## config.mk

```make
export PLATFORM = sky130hd
export DESIGN_NAME = regfile_wb_arbiter
export DESIGN_NICKNAME = d
export VERILOG_FILES = /design/src/rtl/regfile_pkg.sv /design/src/rtl/wb_scoreboard.sv /design/src/rtl/regfile_wb_arbiter.sv
export SDC_FILE = /design/constraint.sdc
export NUM_CORES = 1
export LEC_CHECK = 0
export CORE_MARGIN = 10
export CORE_UTILIZATION = 40
export DETAILED_ROUTE_END_ITERATION = 8
export GPL_TIMING_DRIVEN = 0
export PLACE_DENSITY = 0.71
export SETUP_SLACK_MARGIN = 0.2
export SYNTH_ARGS = -nofsm -noshare
export SYNTH_HDL_FRONTEND = slang
export SYNTH_SLANG_ARGS = --single-unit
export TNS_END_PERCENT = 30
```

## constraint.sdc

```tcl
create_clock -name clk -period 4.4 [get_ports clk]
set_input_delay 0.44 -clock clk [delete_from_list [all_inputs] [get_ports clk]]
set_output_delay 0.44 -clock clk [all_outputs]
set_load 0.02 [all_outputs]
```

## src/rtl/regfile_pkg.sv

```systemverilog
// Shared constants and types for the regfile writeback arbiter.
package regfile_pkg;

    localparam int XLEN         = 32;
    localparam int NREG         = 32;
    localparam int REG_IDX_W    = $clog2(NREG);
    localparam int STARVE_LIMIT = 8;

    typedef logic [REG_IDX_W-1:0] reg_idx_t;
    typedef logic [XLEN-1:0]      word_t;

    typedef enum logic {
        BUF_EMPTY = 1'b0,
        BUF_FULL  = 1'b1
    } buf_state_t;

    // x0 is hardwired, so a zero index never names a real write.
    function automatic logic idx_nonzero(input reg_idx_t idx);
        return idx != {REG_IDX_W{1'b0}};
    endfunction

endpackage

```

## src/rtl/wb_scoreboard.sv

```systemverilog
// Pending-write scoreboard: one busy bit per architectural register, three lookups.
module wb_scoreboard
    import regfile_pkg::*;
(
    input  logic                 clk,
    input  logic                 rst_n,
    input  logic                 set_en,
    input  logic [REG_IDX_W-1:0] set_idx,
    input  logic                 clr_en,
    input  logic [REG_IDX_W-1:0] clr_idx,
    input  logic [REG_IDX_W-1:0] q_rs1,
    input  logic [REG_IDX_W-1:0] q_rs2,
    input  logic [REG_IDX_W-1:0] q_rd,
    output logic                 busy_rs1,
    output logic                 busy_rs2,
    output logic                 busy_rd
);

    logic [NREG-1:0] busy_r;
    logic [NREG-1:0] busy_nxt_s;

    // Per-register update; a same-cycle set beats the drain clear, bit 0 stays clear.
    always_comb begin
        busy_nxt_s = busy_r;
        for (int i = 0; i < NREG; i++) begin
            if (i == 0) begin
                busy_nxt_s[i] = 1'b0;
            end else if (set_en && (set_idx == reg_idx_t'(i))) begin
                busy_nxt_s[i] = 1'b1;
            end else if (clr_en && (clr_idx == reg_idx_t'(i))) begin
                busy_nxt_s[i] = 1'b0;
            end else begin
                busy_nxt_s[i] = busy_r[i];
            end
        end
    end

    // Busy vector register.
    always_ff @(posedge clk or negedge rst_n) begin
        if (!rst_n) begin
            busy_r <= {NREG{1'b0}};
        end else begin
            busy_r <= busy_nxt_s;
        end
    end

    assign busy_rs1 = busy_r[q_rs1];
    assign busy_rs2 = busy_r[q_rs2];
    assign busy_rd  = busy_r[q_rd];

endmodule

```

## src/rtl/regfile_wb_arbiter.sv

```systemverilog
// Shares the regfile write port between the WB stage (A) and a buffered long-latency source (B).
// Optional starvation stall request enabled by defining REGFILE_WB_ARB_STARVE_EN.
module regfile_wb_arbiter
    import regfile_pkg::*;
(
    input  logic                 clk,
    input  logic                 rst_n,
    input  logic                 a_we,
    input  logic [REG_IDX_W-1:0] a_wa,
    input  logic [XLEN-1:0]      a_din,
    input  logic                 b_valid,
    output logic                 b_ready,
    input  logic [REG_IDX_W-1:0] b_wa,
    input  logic [XLEN-1:0]      b_din,
    input  logic                 sb_set,
    input  logic [REG_IDX_W-1:0] sb_rd,
    input  logic [REG_IDX_W-1:0] q_rs1,
    input  logic [REG_IDX_W-1:0] q_rs2,
    input  logic [REG_IDX_W-1:0] q_rd,
    output logic                 busy_rs1,
    output logic                 busy_rs2,
    output logic                 busy_rd,
    output logic                 stall_req,
    output logic                 rf_we,
    output logic [REG_IDX_W-1:0] rf_wa,
    output logic [XLEN-1:0]      rf_din
);

    buf_state_t state_r;
    buf_state_t state_nxt_s;
    reg_idx_t   hold_wa_r;
    word_t      hold_din_r;

    logic hold_v_s;
    logic a_act_s;
    logic drain_s;
    logic b_accept_s;

    assign hold_v_s   = (state_r == BUF_FULL);
    assign a_act_s    = a_we && idx_nonzero(a_wa);
    assign drain_s    = hold_v_s && !a_act_s;
    // b_wa==0 is still handshaken away, it just never occupies the buffer.
    assign b_accept_s = (state_r == BUF_EMPTY) && b_valid && idx_nonzero(b_wa);
    assign b_ready    = !hold_v_s;

    // Buffer next-state: fill from B when empty, drain whenever A leaves the port free.
    always_comb begin
        state_nxt_s = state_r;
        case (state_r)
            BUF_EMPTY: begin
                if (b_accept_s) begin
                    state_nxt_s = BUF_FULL;
                end else begin
                    state_nxt_s = BUF_EMPTY;
                end
            end
            BUF_FULL: begin
                if (drain_s) begin
                    state_nxt_s = BUF_EMPTY;
                end else begin
                    state_nxt_s = BUF_FULL;
                end
            end
            default: state_nxt_s = BUF_EMPTY;
        endcase
    end

    // Buffer state register.
    always_ff @(posedge clk or negedge rst_n) begin
        if (!rst_n) begin
            state_r <= BUF_EMPTY;
        end else begin
            state_r <= state_nxt_s;
        end
    end

    // Buffer payload, captured only on acceptance.
    always_ff @(posedge clk or negedge rst_n) begin
        if (!rst_n) begin
            hold_wa_r  <= {REG_IDX_W{1'b0}};
            hold_din_r <= {XLEN{1'b0}};
        end else if (b_accept_s) begin
            hold_wa_r  <= b_wa;
            hold_din_r <= b_din;
        end else begin
            hold_wa_r  <= hold_wa_r;
            hold_din_r <= hold_din_r;
        end
    end

    // Write-port mux: A has fixed priority, the buffer fills idle cycles.
    always_comb begin
        rf_we  = 1'b0;
        rf_wa  = {REG_IDX_W{1'b0}};
        rf_din = {XLEN{1'b0}};
        if (a_act_s) begin
            rf_we  = 1'b1;
            rf_wa  = a_wa;
            rf_din = a_din;
        end else if (hold_v_s) begin
            rf_we  = 1'b1;
            rf_wa  = hold_wa_r;
            rf_din = hold_din_r;
        end else begin
            rf_we  = 1'b0;
            rf_wa  = {REG_IDX_W{1'b0}};
            rf_din = {XLEN{1'b0}};
        end
    end

    wb_scoreboard u_scoreboard (
        .clk      (clk),
        .rst_n    (rst_n),
        .set_en   (sb_set),
        .set_idx  (sb_rd),
        .clr_en   (drain_s),
        .clr_idx  (hold_wa_r),
        .q_rs1    (q_rs1),
        .q_rs2    (q_rs2),
        .q_rd     (q_rd),
        .busy_rs1 (busy_rs1),
        .busy_rs2 (busy_rs2),
        .busy_rd  (busy_rd)
    );

`ifdef REGFILE_WB_ARB_STARVE_EN
    logic [7:0] starve_cnt_r;

    // Counts cycles the buffered entry loses to A; saturates rather than wrapping.
    always_ff @(posedge clk or negedge rst_n) begin
        if (!rst_n) begin
            starve_cnt_r <= 8'd0;
        end else if (drain_s) begin
            starve_cnt_r <= 8'd0;
        end else if (hold_v_s && a_act_s && (starve_cnt_r != 8'hFF)) begin
            starve_cnt_r <= starve_cnt_r + 8'd1;
        end else begin
            starve_cnt_r <= starve_cnt_r;
        end
    end

    assign stall_req = (starve_cnt_r >= 8'(STARVE_LIMIT));
`else
    assign stall_req = 1'b0;
`endif

endmodule

```

* Yosys cells after proc, flatten, opt, wreduce, memory -nomap -nowiden
Index checks and enable logic that the tools add are counted.
** Cells by class
- Order comparisons :: 3
- Eq/ne operators :: 62
- Multiplexer cells :: 77
- Bitwise operators :: 1
- Reductions and logical operators :: 101
** Operator list (number)
- 5-bit equality test (second input constant) :: 32
- 5-bit by 4-bit equality test with 1-bit output (second input constant) :: 16
- 1-bit 2-to-1 mux :: 69
- 1-bit logical AND :: 66
- 32-bit 2-to-1 mux :: 2
- 2-bit nonzero test :: 31
- 5-bit by 3-bit equality test with 1-bit output (second input constant) :: 8
- 5-bit by 2-bit equality test with 1-bit output (second input constant) :: 4
- 5-bit by 6-bit < comparator with 1-bit output (second input constant) :: 3
- 1-bit binary-select mux with 5-bit select :: 3
- 5-bit by 1-bit equality test with 1-bit output (second input constant) :: 2
- 5-bit 2-to-1 mux :: 2
- 5-bit nonzero test :: 2
- 1-bit logical NOT :: 2
- 1-bit one-hot mux with 2 select lines :: 1
- 1-bit inverter :: 1
** Word-level totals
- Register bits after elaboration :: 69
- Bits of input ports :: 99
- Output and inout port bits :: 43
- Word-level logic and storage cells :: 278

* Longest topological paths before layout
Gate-level depths: netlist of run 1.
- Word-level depth :: 7
- Mapped depth :: 7

* Cells and area by module
Synthesis of run 1 repeated with hierarchy kept, for this count alone.
** Second synthesis, totals
- Cell total of the unflattened synthesis :: 375
- Area, all modules :: 4106.4 um^2
** Modules (own cells, without submodules)
- wb_scoreboard :: instances 1, cells an instance 235, area each 2180.8 um^2, seq. area each 775.7 um^2
- regfile_wb_arbiter :: instances 1, cells an instance 140, area each 1925.6 um^2, seq. area each 950.9 um^2

* Worst setup path after synthesis of run 1
OpenSTA, ideal clock, no wires.
- Path type :: input to output
- Start :: in a_wa[2]
- End :: out rf_wa[1]
- Arrival time :: 1857 ps
- Setup slack :: 2103 ps
- Cell stages on the path :: 4
- Cells stage by stage :: or4_4 o21a_1 buf_6 o21ai_0
** On the way
- Word-level cells in the longest chain between the ends :: 3
** RTL lines
- start: declaration :: RTL line regfile_wb_arbiter.sv:9 : input logic [REG_IDX_W-1:0] a_wa,
- 5-bit nonzero test :: RTL line regfile_pkg.sv:19 : return idx != {REG_IDX_W{1'b0}};
- 1-bit logical AND :: RTL line regfile_wb_arbiter.sv:40 : assign a_act_s = a_we && idx_nonzero(a_wa);
- 5-bit 2-to-1 mux :: RTL line regfile_wb_arbiter.sv:96 : if (a_act_s) begin
- end: declaration :: RTL line regfile_wb_arbiter.sv:25 : output logic [REG_IDX_W-1:0] rf_wa,
Every way passes these cells.

* Worst setup path after layout of run 1
- Start :: in a_wa[2]
- End :: out rf_din[14]
** On the way
- Word-level cells in the longest chain between the ends :: 3
** RTL lines
- 5-bit nonzero test :: RTL line regfile_pkg.sv:19
- 1-bit logical AND :: RTL line regfile_wb_arbiter.sv:40
- 32-bit 2-to-1 mux :: RTL line regfile_wb_arbiter.sv:96
- end: declaration :: RTL line regfile_wb_arbiter.sv:26 : output logic [XLEN-1:0] rf_din
Every way passes these cells.

==> results of run 1 <==
-- worst register-to-register path: stages, from the launching register on --
cell and delay (ns):
dfrtp_1 0.32, buf_2 0.15, or3b_2 0.45, clkbuf_1 0.24
nor3_1 0.19, nand3_1 0.10, a22o_1 0.25
-- Yosys cell counts --
cell and n:
a211oi_1 2, a21o_1 8, a21oi_1 8, a221oi_1 1, a22o_1 7, a22oi_1 6
a32o_1 4, buf_2 10, buf_4 3, buf_6 4, clkbuf_1 18, conb_1 1
dfrtp_1 69, inv_1 8, mux2_2 34, mux2i_1 26, mux4_2 9, nand2_1 97
nand2b_1 10, nand3_1 52, nand3b_1 4, nand4_1 9, nand4b_1 1, nor2_1 10
nor2b_1 11, nor3_1 4, o2111ai_1 2, o211ai_1 2, o21a_1 1, o21ai_0 26
o21ai_1 1, o21ai_4 1, o31ai_1 16, or2_2 3, or3_1 1, or3b_2 2
or4_1 2, or4_4 1
-- power by group through the flow --
stage / registers (mW) / logic [mW] / clock network [mW]
global placement: 0.939 / 0.812 / 0
finish: 0.946 / 0.825 / 0.463
floorplan: 0.898 / 0.520 / 0
CTS: 0.943 / 0.829 / 0.464
global route: 0.970 / 0.900 / 0.491
detailed placement: 0.954 / 0.824 / 0
-- sequential cells by signal (all words and copies together), names as in the netlist --
| name | flops |
|---|---|
| hold_din_r | 32 |
| hold_wa_r | 5 |
| u_scoreboard.busy_r | 31 |
| hold_v_s | 1 |
-- per-layer routing --
layer  vias up  part of all wire, %  GRT usage (%)
met5         -                    0              0
met4         0                  2.2           6.24
met3        23                   11           8.55
met2       182                   46           29.7
met1      2045                   40           19.8
li1       1984                    -              -
-- logic make-up (layout without fill, tap and decap cells) --
logic type	after synthesis	after routing	synth area share, %
simple gates	207	207	22.5
mux	69	69	19.4
flops	69	69	39.7
compound gates	85	85	13.4
buf+inv	43	190	4.95
other cells	1	1	0.0862
-- final timing paths --
check | start | end | slack, ns | cells after the start
max | a_wa[2] | rf_din[14] | 1.06 | 7
min reg2reg | hold_din_r[5] | hold_din_r[5] | 0.51 | 1
max reg2reg | hold_v_s | u_scoreboard.busy_r[1] | 2.60 | 6
min in group clk | hold_din_r[5] | hold_din_r[5] | 0.51 | 1
max in group asynchronous | rst_n | u_scoreboard.busy_r[9] | 3.65 | 1
min | rst_n | hold_din_r[2] | 0.19 | 1
-- cell type report --
cell class | instances | area (um2)
Tap cell | 140 | 175
Clock inverter | 6 | 38.8
Sequential cell | 69 | 1730
Fill cell | 996 | 4730
Clock buffer | 10 | 138
Multi-Input combinational cell | 362 | 2410
Inverter | 8 | 30.0
Timing Repair Buffer | 131 | 1310
Buffer | 35 | 185
-- per-stage QoR --
| stage | utilization (%) | hold slack [ns] | setup WS, ns | cells |
|---|---|---|---|---|
| 4_1_cts | 55.9 | 0.234 | 1.05 | 761 |
| 3_5_place_dp | 54.3 | 0.495 | 1.06 | 745 |
| 6_report | 55.9 | 0.195 | 1.06 | 761 |
| 5_1_grt | 55.9 | 0.283 | 0.941 | 761 |
| 2_1_floorplan | - | 0.144 | 2.10 | 474 |
| 3_3_place_gp | 54.3 | 0.489 | 0.584 | 745 |
==> results.yml, run 1 <==
status:
  outcome: "finished, final reports clean"
timing:
  finalClockSkew_ns: 0.0133
  setup_tns_ns: 0
  hold_violations: 0
  fmax_mhz: 299
  rsz0062_at_grt: "no"
  worst_pin_slew_ns: 0.858
  relSlewSlack_pct: 42.8
  finalMaxSlewViolations: 0
  setup_violations: 0
  fin_crit_sh_pct: 76.0
  fin_crit_ns: 3.34
synth:
  synth_seq_cells: 69
  post_synth_num_cell_types: 38
  syn_area_um2: 4350
  synth_warnings: 0
  yosysTopAreaCell: "dfrtp_1"
  synth_area_leaders: "dfrtp_1 40%, mux2_2 8.8%, nand2_1 8.4%, mux2i_1 6.0%, nand3_1 6.0%"
  synthCells: 474
  avgSynthCellArea_um2: 9.18
  synthesis.nets: 573
  ys_seq_area_share_pct: 39.7
  synthDominantCellAreaShare_pct: 39.7
die:
  die_w_um: 124
  die_y_um: 124
  io_pins: 142
  start_util_pct: 40.5
  row_count: 38
  dieArea_um2: 15400
  coreArea_um2: 10700
place:
  dp_hpwl_mm: 11.4
  routabilityCongestion: 0.900
  portBuffers: 131
  placedInstanceArea_um2: 5830
clocking:
  post_cts_resized: 0
  htree_levels: 3
  cts_sinks: 69
  cts_made_buffers: 9
  path_clk_slew_ns: 0.07
  clkLatencyLatePin_ns: 0.36
  cts_tree: "done"
  cts-root-buf: "clkbuf_8"
  hold_buffers: 0
  cts_buffer_depth: 2
  cts_setup_buffers: 0
setup_path:
  max_stage_delay_ns: 0.61
  worst-endpoint-required_ns: 3.96
  worst_setup_path_end_kind: "output pin"
  path_common_cell: "clkdlybuf4s50_1"
  cp_top_family: "buffers and inverters"
  critPathMaxFanout: 10
  critPathArrivalTime_ns: 2.90
  path_buf_inv: 3
  slowest_stage: "clkdlybuf4s50_1"
  startpoint_type: "input port"
  setup.worst_path.class: "input port to output pin"
  crit_chain: "clkdlybuf4s50_1 > or4_4 > o21ai_4 > buf_2 > nand3_1 > nand2_1 > clkdlybuf4s50_1"
finish:
  final_common_cell: "clkdlybuf4s50_1"
  layout_common_cells: "130 x clkdlybuf4s50_1, 97 x nand2_1, 69 x dfrtp_1"
  stdcell_area_um2: 6010
  nets: 715
  area_growth_pct: 38.2
  antenna_cells: 0
  drive_above_1_share_pct: 13.5
global_routing:
  grt.total_usage_pct: 18.0
  grt_max_degree: 70
  grt_pass1_vias: 4474
  grt_pass1_wl_mm: 23.3
  antenna_found_initial: 0
  globalRouteOverflowTotal: 0
drt:
  viasPerCell: 5.56
  wl_per_cell_um: 19.1
  postRouteWirelength_mm: 14.5
  postRouteAntennaNets: 0
  via_count: 4234
  dr.first_iter.drc_count: 246
  drc: 0
  drtPass1Iterations: 5
pwr:
  comb_power_share_pct: 36.9
  p_sw_mw: 0.790
  p_per_area_nw_per_um2: 372
  p_total_mw: 2.23
  ir_drop_v: 0.000193
  p_int_mw: 1.44
  pwr-share-seq_pct: 42.3
  swShare_pct: 35.4
  power_leakage_nw: 2.53
  clockPowerShare_pct: 20.7
flow_run:
  max_cap_viol_count: 0
worst_hold_path:
  hold_path_class: "input port to asynchronous set/reset pin"
Power figures use the tool's default switching activity.
==> run 2: changes to the inputs <==
- clock period: 4.4 -> 3.37 ns (I/O delays scaled with it)
==> results.yml, run 2 (synthesis results as in run 1) <==
finish:
  nets: 717
  layout_common_cells: "129 x clkdlybuf4s50_1, 97 x nand2_1, 69 x dfrtp_1"
  final_common_cell: "clkdlybuf4s50_1"
  largest_register_ffs: 32
  nFillCells: 993
  postLayoutCoreUtil_pct: 56.1
  largest_register: "hold_din_r"
  reg.largest.list: "hold_din_r: 32 flops, u_scoreboard.busy_r: 31 flops, hold_wa_r: 5 flops"
  multiInputGateArea_um2: 2420
  antenna_cells: 0
  area_growth_pct: 38.7
  stdcell_count: 763
  register_area_um2: 1730
  drive_above_1_share_pct: 14.0
die:
  dieArea_um2: 15400
  die_y_um: 124
  io_pins: 142
  row_count: 38
  die_w_um: 124
  start_util_pct: 40.5
  coreArea_um2: 10700
setup_path:
  worst-endpoint-required_ns: 3.03
  critPathArrivalTime_ns: 2.74
  critPathMaxFanout: 10
  worst_setup_path_end_kind: "output pin"
  crit_path_start: "a_wa[2]"
  crit_chain: "clkdlybuf4s50_1 > or4_4 > o21ai_4 > buf_4 > buf_6 > nand3_1 > nand2_1 > clkdlybuf4s50_1"
  r2r_start: "hold_v_s"
  slowest_stage: "clkdlybuf4s50_1"
  r2r-end: "u_scoreboard.busy_r[1]"
  reg2regPathDepth: 6
  path_common_cell: "clkdlybuf4s50_1"
  rrSetupSlack_ns: 1.57
  startpoint_type: "input port"
  setup.worst_path.class: "input port to output pin"
  cp-endpoint: "rf_din[30]"
  max_stage_delay_ns: 0.60
clocking:
  clkLatencyLatePin_ns: 0.35
  path_clk_slew_ns: 0.07
  cts-root-buf: "clkbuf_8"
  cts_made_buffers: 9
  hold_buffers: 0
  htree_levels: 3
  cts_tree: "done"
  cts_buffer_depth: 2
  cts_sinks: 69
timing:
  finalMaxSlewViolations: 0
  fin_crit_sh_pct: 91.2
  fmax_mhz: 325
  setup_violations: 0
  holdWs_ns: 0.0943
  hold_violations: 0
  setup_tns_ns: 0
  fin_crit_ns: 3.07
  relSlewSlack_pct: 42.8
  worst_pin_slew_ns: 0.858
  rsz0062_at_grt: "yes"
  fin_ws_ns: 0.297
  finalClockSkew_ns: 0.0143
global_routing:
  grt_pass1_vias: 4474
  globalRouteOverflowTotal: 0
  grt.total_usage_pct: 18.0
  grt_max_degree: 70
  antenna_found_initial: 0
  grt_pass1_wl_mm: 23.3
drt:
  drc: 0
  postRouteAntennaNets: 0
  postRouteWirelength_mm: 14.5
  drtPass1Iterations: 5
  dr.first_iter.drc_count: 268
  viasPerCell: 5.53
  wl_per_cell_um: 19.1
  via_count: 4220
pwr:
  power_leakage_nw: 2.55
  p_per_area_nw_per_um2: 483
  ir_drop_v: 0.000252
place:
  placed_cells_incl_taps: 745
  dp_hpwl_mm: 11.4
  routabilityCongestion: 0.900
  post-place-ws_ns: 0.239
  portBuffers: 131
worst_hold_path:
  hold_path_class: "input port to asynchronous set/reset pin"
flow_run:
  max_cap_viol_count: 0
status:
  outcome: "finished, final reports clean"
-- run 2: cell types whose count changed in the layout (fill, tap and decap cells not counted), sizes merged --
| cell | before | now |
|---|---|---|
| clkbuf | 28 | 29 |
| o21ai | 28 | 29 |
| clkdlybuf4s50 | 130 | 129 |
| dlymetal6s2s | 0 | 1 |
-- run 2: what timing repair did --
| item | CTS | global route |
|---|---|---|
| gates resized for setup | 0 | 4 |
| buffers inserted | 0 | 1 |
| setup endpoints to repair | 0 | 24 |
-- run 2: power breakdown --
group	switching (mW)	leakage (nW)	total (mW)	internal (mW)
registers	0.192	0.789	1.23	1.04
logic	0.518	1.67	1.08	0.562
clock network	0.319	0.0880	0.603	0.284
total	1.03	2.55	2.92	1.89
-- run 2: metal layers --
layer | vias up | wire length (um) | GRT usage [%]
li1 | 1989 | - | -
met4 | 0 | 311 | 6.24
met1 | 2023 | 5800 | 19.8
met2 | 186 | 6790 | 29.7
met5 | - | 0 | 0
met3 | 22 | 1640 | 8.55
-- run 2: final cells by class --
cell class / instances / share of cell area [%]
flip-flops and latches: 69 / 28.6
inverters: 8 / 0.498
clock inverters: 6 / 0.643
repair buffers: 132 / 21.9
well taps: 140 / 2.90
plain buffers: 35 / 3.13
clock buffers: 10 / 2.28
multi-input cells: 363 / 40.1
-- run 2: worst max-delay path: cells and delay by family --
| kind | cells | cell delay, ns |
|---|---|---|
| AOI/OAI and AO/OA | 1 | 0.27 |
| buffers and inverters | 4 | 1.33 |
| and+or+nand+nor | 3 | 0.81 |
-- run 2: per-stage QoR --
| stage | power, mW | cell area (um2) |
|---|---|---|
| after detailed placement | 2.32 | 5830 |
| after floorplan | 1.85 | 4350 |
| final | 2.92 | 6030 |
| after global placement | 2.29 | 5840 |
| after CTS | 2.92 | 6010 |
| after global routing | 3.09 | 6030 |
-- run 2: how the worst min path moves through the flow --
stage,end,slack (ns)
after global routing,hold_din_r[2],0.18
final,hold_din_r[2],0.09
after CTS,hold_din_r[2],0.13
after floorplan,hold_din_r[0],0.04
after detailed placement,hold_din_r[29],0.49
after global placement,hold_din_r[13],0.49
==> run 3: changes to the inputs <==
- PLACE_DENSITY: 0.71 -> 0.74
- RECOVER_POWER: default -> 25
==> results.yml, run 3 (synthesis results as in run 1) <==
clocking:
  clkLatencyLatePin_ns: 0.34
  htree_levels: 3
  path_clk_slew_ns: 0.07
  cts-root-buf: "clkbuf_8"
  cts_buffer_depth: 2
  hold_buffers: 0
  cts_sinks: 69
  cts_tree: "done"
  cts_made_buffers: 9
drt:
  postRouteWirelength_mm: 14.5
  drc: 0
  drtPass1Iterations: 4
  dr.first_iter.drc_count: 303
  viasPerCell: 5.50
  postRouteAntennaNets: 0
  wl_per_cell_um: 19.0
  via_count: 4193
setup_path:
  path_common_cell: "clkdlybuf4s50_1"
  worst-endpoint-required_ns: 3.03
  critPathArrivalTime_ns: 2.74
  critPathMaxFanout: 10
  worst_setup_path_end_kind: "output pin"
  setup.worst_path.class: "input port to output pin"
  max_stage_delay_ns: 0.61
  startpoint_type: "input port"
  crit_chain: "clkdlybuf4s50_1 > or4_4 > o21ai_4 > buf_4 > buf_6 > nand3_1 > nand2_1 > clkdlybuf4s50_1"
  slowest_stage: "clkdlybuf4s50_1"
finish:
  stdcell_area_um2: 6030
  area_growth_pct: 38.7
  antenna_cells: 0
  layout_common_cells: "129 x clkdlybuf4s50_1, 97 x nand2_1, 69 x dfrtp_1"
  largest_register_ffs: 32
  nets: 717
  drive_above_1_share_pct: 13.5
  final_common_cell: "clkdlybuf4s50_1"
  postLayoutCoreUtil_pct: 56.2
  stdcell_count: 762
  largest_register: "hold_din_r"
  reg.largest.list: "hold_din_r: 32 flops, u_scoreboard.busy_r: 31 flops, hold_wa_r: 5 flops"
timing:
  fin_ws_ns: 0.293
  fmax_mhz: 325
  holdWs_ns: 0.419
  finalMaxSlewViolations: 70
  relSlewSlack_pct: -13.7
  setup_violations: 0
  setup_tns_ns: 0
  rsz0062_at_grt: "no"
  finalClockSkew_ns: 0.00647
  worst_pin_slew_ns: 1.71
  fin_crit_sh_pct: 91.3
  hold_violations: 0
  fin_crit_ns: 3.08
pwr:
  power_leakage_nw: 2.56
  ir_drop_v: 0.000350
  p_total_mw: 2.94
  p_per_area_nw_per_um2: 487
die:
  die_y_um: 124
  dieArea_um2: 15400
  die_w_um: 124
  coreArea_um2: 10700
  row_count: 38
  io_pins: 142
  start_util_pct: 40.5
global_routing:
  globalRouteOverflowTotal: 0
  grt_pass1_wl_mm: 23.3
  grt.total_usage_pct: 18.1
  antenna_found_initial: 0
  grt_max_degree: 70
  grt_pass1_vias: 4456
status:
  violations: "capacitance limit, slew limit"
  outcome: "finished with violations"
place:
  post-place-ws_ns: 0.239
  placed_cells_incl_taps: 745
  portBuffers: 131
  routabilityCongestion: 0.962
  placedInstanceArea_um2: 5830
  dp_hpwl_mm: 11.4
flow_run:
  max_cap_viol_count: 1
worst_hold_path:
  hold_path_class: "input port to asynchronous set/reset pin"
## run 3: cell count changes in the layout (fill, tap and decap cells not counted), sizes merged
cell      before  now
clkinv         4    1
clkinvlp       2    0
clkbuf        29   35
buf           18   16
## run 3: per-layer routing
layer,GRT usage [%],vias to the layer above,part of all wire (%)
li1,-,1999,-
met1,20.3,1993,40
met2,29.5,180,47
met3,9.36,21,11
met4,4.93,0,1.6
met5,0,-,0
## run 3: worst paths after layout
check                         startpoint                      end  slack [ns]  depth (start not counted)
setup / recovery                 a_wa[2]               rf_din[30]        0.29                          8
hold / removal                     rst_n           hold_din_r[13]        0.42                          1
setup reg to reg                hold_v_s   u_scoreboard.busy_r[1]        1.56                          6
hold reg to reg            hold_din_r[2]            hold_din_r[2]        0.51                          1
max in group asynchronous          rst_n   u_scoreboard.busy_r[8]        1.93                          1
min in group clk                sb_rd[3]  u_scoreboard.busy_r[12]        0.45                          3
## run 3: layout make-up
type / count / area, um2
Buffer: 35 / 191
Clock buffer: 14 / 173
Clock inverter: 1 / 5.00
Fill cell: 991 / 4710
Inverter: 8 / 30.0
Multi-Input combinational cell: 363 / 2420
Sequential cell: 69 / 1730
Tap cell: 140 / 175
Timing Repair Buffer: 132 / 1320
## run 3: report_power, final
group	leakage [nW]	total [mW]	internal (mW)	switching, mW
registers	0.789	1.24	1.04	0.195
clock network	0.0926	0.619	0.323	0.296
logic	1.67	1.08	0.562	0.522
total	2.56	2.94	1.93	1.01
## run 3: timing repair
item | in CTS | in global routing
endpoints found under the setup margin | 0 | 21
resized for setup | 0 | 5
setup buffers | 0 | 1
## run 3: critical path: cells and delay by family
family                 cells  cell delay, ns
buffers and inverters      4            1.33
AND/OR/NAND/NOR            3            0.80
AO/OA/AOI/OAI              1            0.26
